$ cat src/rtl/btn_debounce_pkg.sv
// Shared types and default timing constants for the button debouncer.
// Pure declarations; no logic.
package btn_debounce_pkg;

    typedef enum logic [1:0] {
        RELEASED,
        PRESS_WAIT,
        PRESSED,
        RELEASE_WAIT
    } btn_state_e;

    // 10 ms debounce and 1 s long-hold at the 50 MHz PLL clock
    localparam int DEBOUNCE_CYCLES_DEFAULT = 500_000;
    localparam int HOLD_CYCLES_DEFAULT     = 50_000_000;

    function automatic int max_int(input int a, input int b);
        return (a > b) ? a : b;
    endfunction

endpackage

$ cat src/rtl/sync_2ff.sv
// Two-flop synchronizer for a single asynchronous pin into the clk_i domain.
// Latency: 2 clk_i cycles. Backpressure: none, samples every cycle.
// Reset loads RESET_VAL into both flops so the output starts at a known idle level.
module sync_2ff #(
    parameter logic RESET_VAL = 1'b1
) (
    input  logic clk_i,
    input  logic rst_ni,
    input  logic d_i,
    output logic q_o
);

    logic [1:0] sync_q;

    always_ff @(posedge clk_i) begin
        if (!rst_ni) begin
            sync_q <= {2{RESET_VAL}};
        end else begin
            sync_q <= {sync_q[0], d_i};
        end
    end

    assign q_o = sync_q[1];

endmodule

$ cat src/rtl/btn_debounce.sv
// Debounces the active-low user button into a clean level plus press/release/hold strobes.
// Latency: DEBOUNCE_CYCLES+3 clk_i edges from a clean pin edge to the press/release strobe.
// Backpressure: none; strobes are single-cycle and must be consumed when high.
module btn_debounce
    import btn_debounce_pkg::*;
#(
    parameter int DEBOUNCE_CYCLES = DEBOUNCE_CYCLES_DEFAULT,
    parameter int HOLD_CYCLES     = HOLD_CYCLES_DEFAULT
) (
    input  logic clk_i,
    input  logic rst_ni,
    input  logic btn_ni,
    output logic pressed_o,
    output logic press_o,
    output logic release_o,
    output logic hold_o
);

    localparam int CNT_MAX = max_int(DEBOUNCE_CYCLES, HOLD_CYCLES);
    localparam int CNT_W   = $clog2(CNT_MAX + 1);

    localparam logic [CNT_W-1:0] CNT_ONE  = CNT_W'(1);
    localparam logic [CNT_W-1:0] CNT_TOP  = CNT_W'(CNT_MAX);
    localparam logic [CNT_W-1:0] DEB_LIM  = CNT_W'(DEBOUNCE_CYCLES);
    localparam logic [CNT_W-1:0] HOLD_LIM = CNT_W'(HOLD_CYCLES);
    localparam logic [CNT_W-1:0] HOLD_PRE = CNT_W'(HOLD_CYCLES - 1);

    if (DEBOUNCE_CYCLES < 1) begin : g_bad_debounce
        $error("btn_debounce: DEBOUNCE_CYCLES must be >= 1");
    end
    if (HOLD_CYCLES < 1) begin : g_bad_hold
        $error("btn_debounce: HOLD_CYCLES must be >= 1");
    end

    logic             btn_sync;
    logic             btn_s;
    btn_state_e       state_q, state_d;
    logic [CNT_W-1:0] cnt_q, cnt_d, cnt_inc;
    logic             pressed_d, press_d, release_d, hold_d;

    sync_2ff #(
        .RESET_VAL (1'b1)
    ) u_sync (
        .clk_i  (clk_i),
        .rst_ni (rst_ni),
        .d_i    (btn_ni),
        .q_o    (btn_sync)
    );

    assign btn_s   = ~btn_sync;
    assign cnt_inc = (cnt_q == CNT_TOP) ? cnt_q : cnt_q + CNT_ONE;

    always_ff @(posedge clk_i) begin
        if (!rst_ni) begin
            state_q   <= RELEASED;
            cnt_q     <= '0;
            pressed_o <= 1'b0;
            press_o   <= 1'b0;
            release_o <= 1'b0;
            hold_o    <= 1'b0;
        end else begin
            state_q   <= state_d;
            cnt_q     <= cnt_d;
            pressed_o <= pressed_d;
            press_o   <= press_d;
            release_o <= release_d;
            hold_o    <= hold_d;
        end
    end

    always_comb begin
        state_d   = state_q;
        cnt_d     = cnt_q;
        pressed_d = pressed_o;
        press_d   = 1'b0;
        release_d = 1'b0;
        hold_d    = 1'b0;
        case (state_q)
            RELEASED: begin
                if (btn_s) begin
                    state_d = PRESS_WAIT;
                    cnt_d   = CNT_ONE;
                end else begin
                    cnt_d = '0;
                end
            end
            PRESS_WAIT: begin
                if (!btn_s) begin
                    state_d = RELEASED;
                    cnt_d   = '0;
                end else if (cnt_q == DEB_LIM) begin
                    state_d   = PRESSED;
                    pressed_d = 1'b1;
                    press_d   = 1'b1;
                    cnt_d     = '0;
                end else begin
                    cnt_d = cnt_inc;
                end
            end
            PRESSED: begin
                // Strobe on the step into HOLD_LIM so the count then parks without re-firing
                if (cnt_q == HOLD_PRE) begin
                    hold_d = 1'b1;
                end
                if (!btn_s) begin
                    state_d = RELEASE_WAIT;
                    cnt_d   = CNT_ONE;
                end else if (cnt_q != HOLD_LIM) begin
                    cnt_d = cnt_inc;
                end
            end
            RELEASE_WAIT: begin
                if (btn_s) begin
                    state_d = PRESSED;
                    cnt_d   = HOLD_LIM;
                end else if (cnt_q == DEB_LIM) begin
                    state_d   = RELEASED;
                    pressed_d = 1'b0;
                    release_d = 1'b1;
                    cnt_d     = '0;
                end else begin
                    cnt_d = cnt_inc;
                end
            end
            default: begin
                state_d = RELEASED;
                cnt_d   = '0;
            end
        endcase
    end

endmodule

$ cat config.mk
export PLATFORM = sky130hd
export DESIGN_NAME = btn_debounce
export DESIGN_NICKNAME = d
export VERILOG_FILES = /design/src/rtl/btn_debounce_pkg.sv /design/src/rtl/sync_2ff.sv /design/src/rtl/btn_debounce.sv
export SDC_FILE = /design/constraint.sdc
export NUM_CORES = 1
export LEC_CHECK = 0
export CAP_MARGIN = 5
export CORE_ASPECT_RATIO = 0.9
export CORE_MARGIN = 2
export CORE_UTILIZATION = 50
export CTS_BUF_LIST = sky130_fd_sc_hd__clkbuf_4 sky130_fd_sc_hd__clkbuf_8
export DETAILED_ROUTE_END_ITERATION = 8
export DONT_BUFFER_PORTS = 1
export GPL_ROUTABILITY_DRIVEN = 0
export MAX_ROUTING_LAYER = met4
export PLACE_DENSITY = 0.68
export REMOVE_ABC_BUFFERS = 1
export SYNTH_ARGS = -nofsm -noshare
export SYNTH_HDL_FRONTEND = slang
export SYNTH_SLANG_ARGS = --single-unit
$ cat constraint.sdc
create_clock -name clk_i -period 2.2 [get_ports clk_i]
set_clock_uncertainty 0.1 [all_clocks]
set_input_delay 0.11 -clock clk_i [delete_from_list [all_inputs] [get_ports clk_i]]
set_output_delay 0.11 -clock clk_i [all_outputs]
set_load 0.05 [all_outputs]
Word-level counts from Yosys, hierarchy flattened --
Index checks and enable logic that the tools add are counted.
Storage, ports and cells: input bits 3, output and inout bits 4, bits in registers 34, logic and storage cells 55
Operators by class: add/subtract/negate cells 1, equality and inequality tests 16, multiplexer cells 22, bitwise gates (word level) 2, reduce and logical (&&, ||, !) cells 7
Operator list (number):
- $mux W26 | 6
- $pmux W26 S4 | 1
- $eq A26 B26 Y1 const B | 2
- $add A26 B1 Y26 const B | 1
- $eq A26 B19 Y1 const B | 1
- $ne A26 B26 Y1 const B | 1
- $mux W2 | 6
- $ne A2 B2 Y1 const B | 4
- $pmux W2 S4 | 1
- $mux W1 | 7
- $ne A3 B2 Y1 const B | 2
- $reduce_and A5 Y1 | 1
- $eq A2 B2 Y1 const B | 2
- $ne A2 B1 Y1 const B | 2
- $reduce_and A4 Y1 | 1
- $ne A3 B3 Y1 const B | 1
- $reduce_and A3 Y1 | 1
- $reduce_or A3 Y1 | 1
- $eq A2 B1 Y1 const B | 1
- $logic_not A2 Y1 | 1
- $not A1 Y1 | 2
- $pmux W1 S2 | 1
- $reduce_and A2 Y1 | 1
- $reduce_bool A2 Y1 | 1

Depth between registers and ports, before layout --
depth in word-level cells 5, mapped depth 7, gate-level depth less buffers 6

By module --
A second synthesis with hierarchy kept.
Unflattened totals: cells, all modules 198, area total of the unflattened synthesis 1775.5 um2
By module, submodules not included:
- btn_debounce | cells an instance 194, instances 1, seq. area each 640.6 um2, area an instance 1722.9 um2
- sync_2ff | cells an instance 4, instances 1, seq. area each 40.0 um2, area an instance 52.6 um2

Worst setup path after synthesis --
OpenSTA, ideal clock, no wires.
path type reg2reg, start point register cnt_q[9], end point register cnt_q[0], setup time 0.074 ns, path buffers 0, required time 2.026 ns, clock period less this slack 2.136 ns, path slack 0.064 ns, arrival time 1.962 ns, cell stages (with the launch flop) 6, cell sequence dfxtp_1 or3_1 or4_4 or3_4 a211o_1 a31oi_1
Between the ends: longest elaborated chain between the ends 5, elaborated cells on any way between the ends 11, classes of those cells 4 x eq/ne; 7 x mux
RTL lines:
- start, declared | RTL line btn_debounce.sv:38 | logic [CNT_W-1:0] cnt_q, cnt_d, cnt_inc;
- start signal, assigned | RTL line btn_debounce.sv:63 | cnt_q <= cnt_d;
- $eq A26 B26 Y1 | RTL line btn_debounce.sv:51 | assign cnt_inc = (cnt_q == CNT_TOP) ? cnt_q : cnt_q + CNT_ONE;
- $mux W26 | RTL line btn_debounce.sv:51
- $mux W26 (on tied branches) | RTL line btn_debounce.sv:91, btn_debounce.sv:116, btn_debounce.sv:108
- $mux W26 (on tied branches) | RTL line btn_debounce.sv:113, btn_debounce.sv:88, btn_debounce.sv:105
- $pmux W26 S4 | RTL line btn_debounce.sv:78 | case (state_q)
Parallel ways exist; a longest one is shown, timed or not. The select of a mux whose other input is x is not followed. A chain may end at the register's enable or synchronous reset.

Worst setup path in the final report --
Ends and elaborated chain as after synthesis.

==> qor.yml <==
synth_area_leaders: "dfxtp_1, xor2_1, nor2_1, nand3_1, o21ai_0"
rr_worst_depth: 5
slew_violations: 0
critPathTopFamily: "simple AND/OR/NAND/NOR gates"
cp_num_cells: 5
root_buffer: "clkbuf_4"
clk_path_buf_depth: 2
yosysUniqueCellTypes: 37
critPathRequiredTime_ns: 2.36
cp_num_buf_inv: 0
rsz0062_at_grt: "yes"
synth_seq_cells: 34
ios: 7
synthTopCellsByCount: "dfxtp_1, nor2_1, xor2_1"
finalCritPeriodShare_pct: 97.9
pwr_density_cell_nw_per_um2: 546
synthArstFlopShare_pct: 0
synth_compound_area_share_pct: 7.66
routed_wl_mm: 3.46
coreArea_sq_um: 3090
place_ws_ns: -0.0305
drt-initial-drc-count: 105
crit_fanout: 4
p_leak_uw: 0.000642
cp_common_cell: "or3_4"
grt_pass1_wl_mm: 5.95
synth.largest_area_cell: "dfxtp_1"
path_clk_slew_ns: 0.10
crit_path_end_kind: "flip-flop"
finalCriticalPeriod_ns: 2.15
grt_start_max_net_pins: 14
antenna_left: 0
areaGrowthSynthToFinish_pct: 12.4
postLayoutCoreUtil_pct: 60.0
cts.htree.levels: 2
synth_cells: 190
syn_avg_cell_area_sq_um: 8.68
endpoint: "cnt_q[0]"
dieArea_sq_um: 3770
start_kind: "flip-flop"
clk_latency_ns: 0.33
yosysSeqAreaShare_pct: 41.3
ff2ff_setup_slack_ns: 0.05
r2r_end: "cnt_q[0]"
die_w_microns: 64.5
synth_top_family_by_area: "simple AND/OR/NAND/NOR gates"
grt_use_total_pct: 21.4
synthXorXnorAreaFrac_pct: 13.3
worstMarginPinSlew_ns: 0.532
synth_most_common_cell: "dfxtp_1"
final_layout_size_suffix_gt1_share_pct: 13.3
max_slew_margin_pct: 64.5
antenna_found_initial: 0
max_freq_ghz: 0.464
hold_path.class: "in2reg"
cp_cell_sequence: "or3_4 > or4_4 > or3_4 > a211o_1 > a31oi_1"
synth_edf_count: 0
layout.nets: 207
setup.worst_path.start: "cnt_q[9]"
reg2reg_from: "cnt_q[9]"
drc: 0
fin_area_sq_um: 1850
crit_slowest_cell: "or4_4"
die_h_microns: 58.5
grt_pass1_vias: 1293
dpl_cell_area_sq_um: 1730
detailed_place_hpwl_mm: 2.31
yosysWarnings: 0
finalSetupViolCount: 0
cts_sinks: 34
cts_buffers: 5
wl_per_cell_microns: 14.1
vias_per_cell: 5.62
synth.area.mux_share_pct: 1.90
io_buffers: 0
maxCapViolations: 0
synthSimpleGateAreaFrac_pct: 31.0
ys.flop_type: "dfxtp_1"
worstSetupPathType: "reg2reg"
nFillCells: 260
syn_area_sq_um: 1650
cpPeakStageDelay_ns: 0.44
diodes: 0
vias: 1378
cts_tree: "done"
initial_core_util_pct: 53.4
synth-adder-area-share_pct: 2.12
worst_slack_ns: 0.0464
ir_drop_v: 0.000427
grt.overflow.total: 0
arrival_ns: 2.31
drtPass1Iterations: 4
rows: 19
status: "completed"
hold_violations: 0
synth_top_area_share_pct: 41.3
-- report_power, final --
group	total (uW)	internal, uW	switching [uW]
Sequential	622	618	3.95
Clock	373	167	206
Combinational	16.8	8.87	7.89
Total	1010	794	218
-- sequential cells by signal, summed over array words and instances, names as in the netlist, named ones only --
signal / count
hold_o: 1
cnt_q: 26
state_q: 1
release_o: 1
u_sync.sync_q: 2
pressed_o: 1
press_o: 1
-- worst min-delay path by stage --
stage | start | depth (start not counted) | endpoint
finish | rst_ni | 3 | cnt_q[9]
detailed placement | rst_ni | 1 | u_sync.sync_q[0]
global placement | rst_ni | 1 | u_sync.sync_q[1]
CTS | rst_ni | 3 | cnt_q[9]
floorplan | rst_ni | 1 | u_sync.sync_q[1]
global route | rst_ni | 3 | cnt_q[9]
-- logic make-up (layout without fill, tap and decap cells) --
family / Yosys count / count (layout)
buffers and inverters: 12 / 25
xor gates and xnor gates: 25 / 25
AOI/OAI and AO/OA: 21 / 21
muxes: 3 / 3
DFF: 34 / 34
adders and majority gates: 3 / 3
and+or+nand+nor: 92 / 92
-- layout by cell type, fill, tap and decap left out, types with 3 or more instances in the layout --
cell / n
nor3_1: 4
buf_4: 9
nor2_1: 21
xor2_1: 19
inv_1: 5
dlygate4sd3_1: 3
and3_1: 6
nand2b_1: 4
nand2_1: 11
clkbuf_4: 6
nand3_1: 14
dfxtp_1: 32
nor4_1: 4
and4_1: 4
nor2b_1: 5
xnor2_1: 6
o21ai_0: 12
nand4_1: 9
-- layout make-up --
type                            instances  area [sq um]  share of cell area, %
Multi-Input combinational cell        144           938                   50.6
Sequential cell                        34           683                   36.8
Timing Repair Buffer                   12          97.6                   5.26
Clock buffer                            7          58.8                   3.17
Tap cell                               42          52.6                   2.83
Inverter                                5          18.8                   1.01
Clock inverter                          1          5.00                  0.270
-- layer usage --
metal | share of wire, % | wire, microns | vias to the layer above | global-route usage [%]
li1 | - | - | 697 | -
met1 | 48 | 1680 | 654 | 28.4
met2 | 47 | 1620 | 23 | 32.6
met3 | 3.8 | 132 | 4 | 4.78
met4 | 0.98 | 34 | 0 | 7.29
met5 | 0 | 0 | - | -
-- tightest hold or removal path, stage by stage --
cell	delay, ns
o21ai_0	0.06
buf_4	0.19
nor2_1	0.06
-- metrics by stage --
| stage | hold slack, ns | std cells | setup TNS, ns | total power, uW |
|---|---|---|---|---|
| 2_1_floorplan | 0.0830 | 183 | -1.17 | 643 |
| 3_3_place_gp | 0.0854 | 233 | 0 | 645 |
| 3_5_place_dp | 0.0881 | 233 | -0.0305 | 646 |
| 4_1_cts | 0.0302 | 244 | 0 | 1020 |
| 5_1_grt | 0.0412 | 245 | -0.00868 | 1050 |
| 6_report | 0.0226 | 245 | 0 | 1010 |
-- what timing repair did --
| action | 4_1_cts | 5_1_grt |
|---|---|---|
| pin swaps | 3 | 1 |
| gates resized for setup | 3 | 2 |
| hold buffers | 2 | 1 |
| endpoints found under the hold margin | 10 | 4 |
| cloned | 0 | 0 |
| buffers inserted | 1 | 0 |
| setup endpoints to repair | 1 | 13 |
Power figures use the tool's default switching activity.
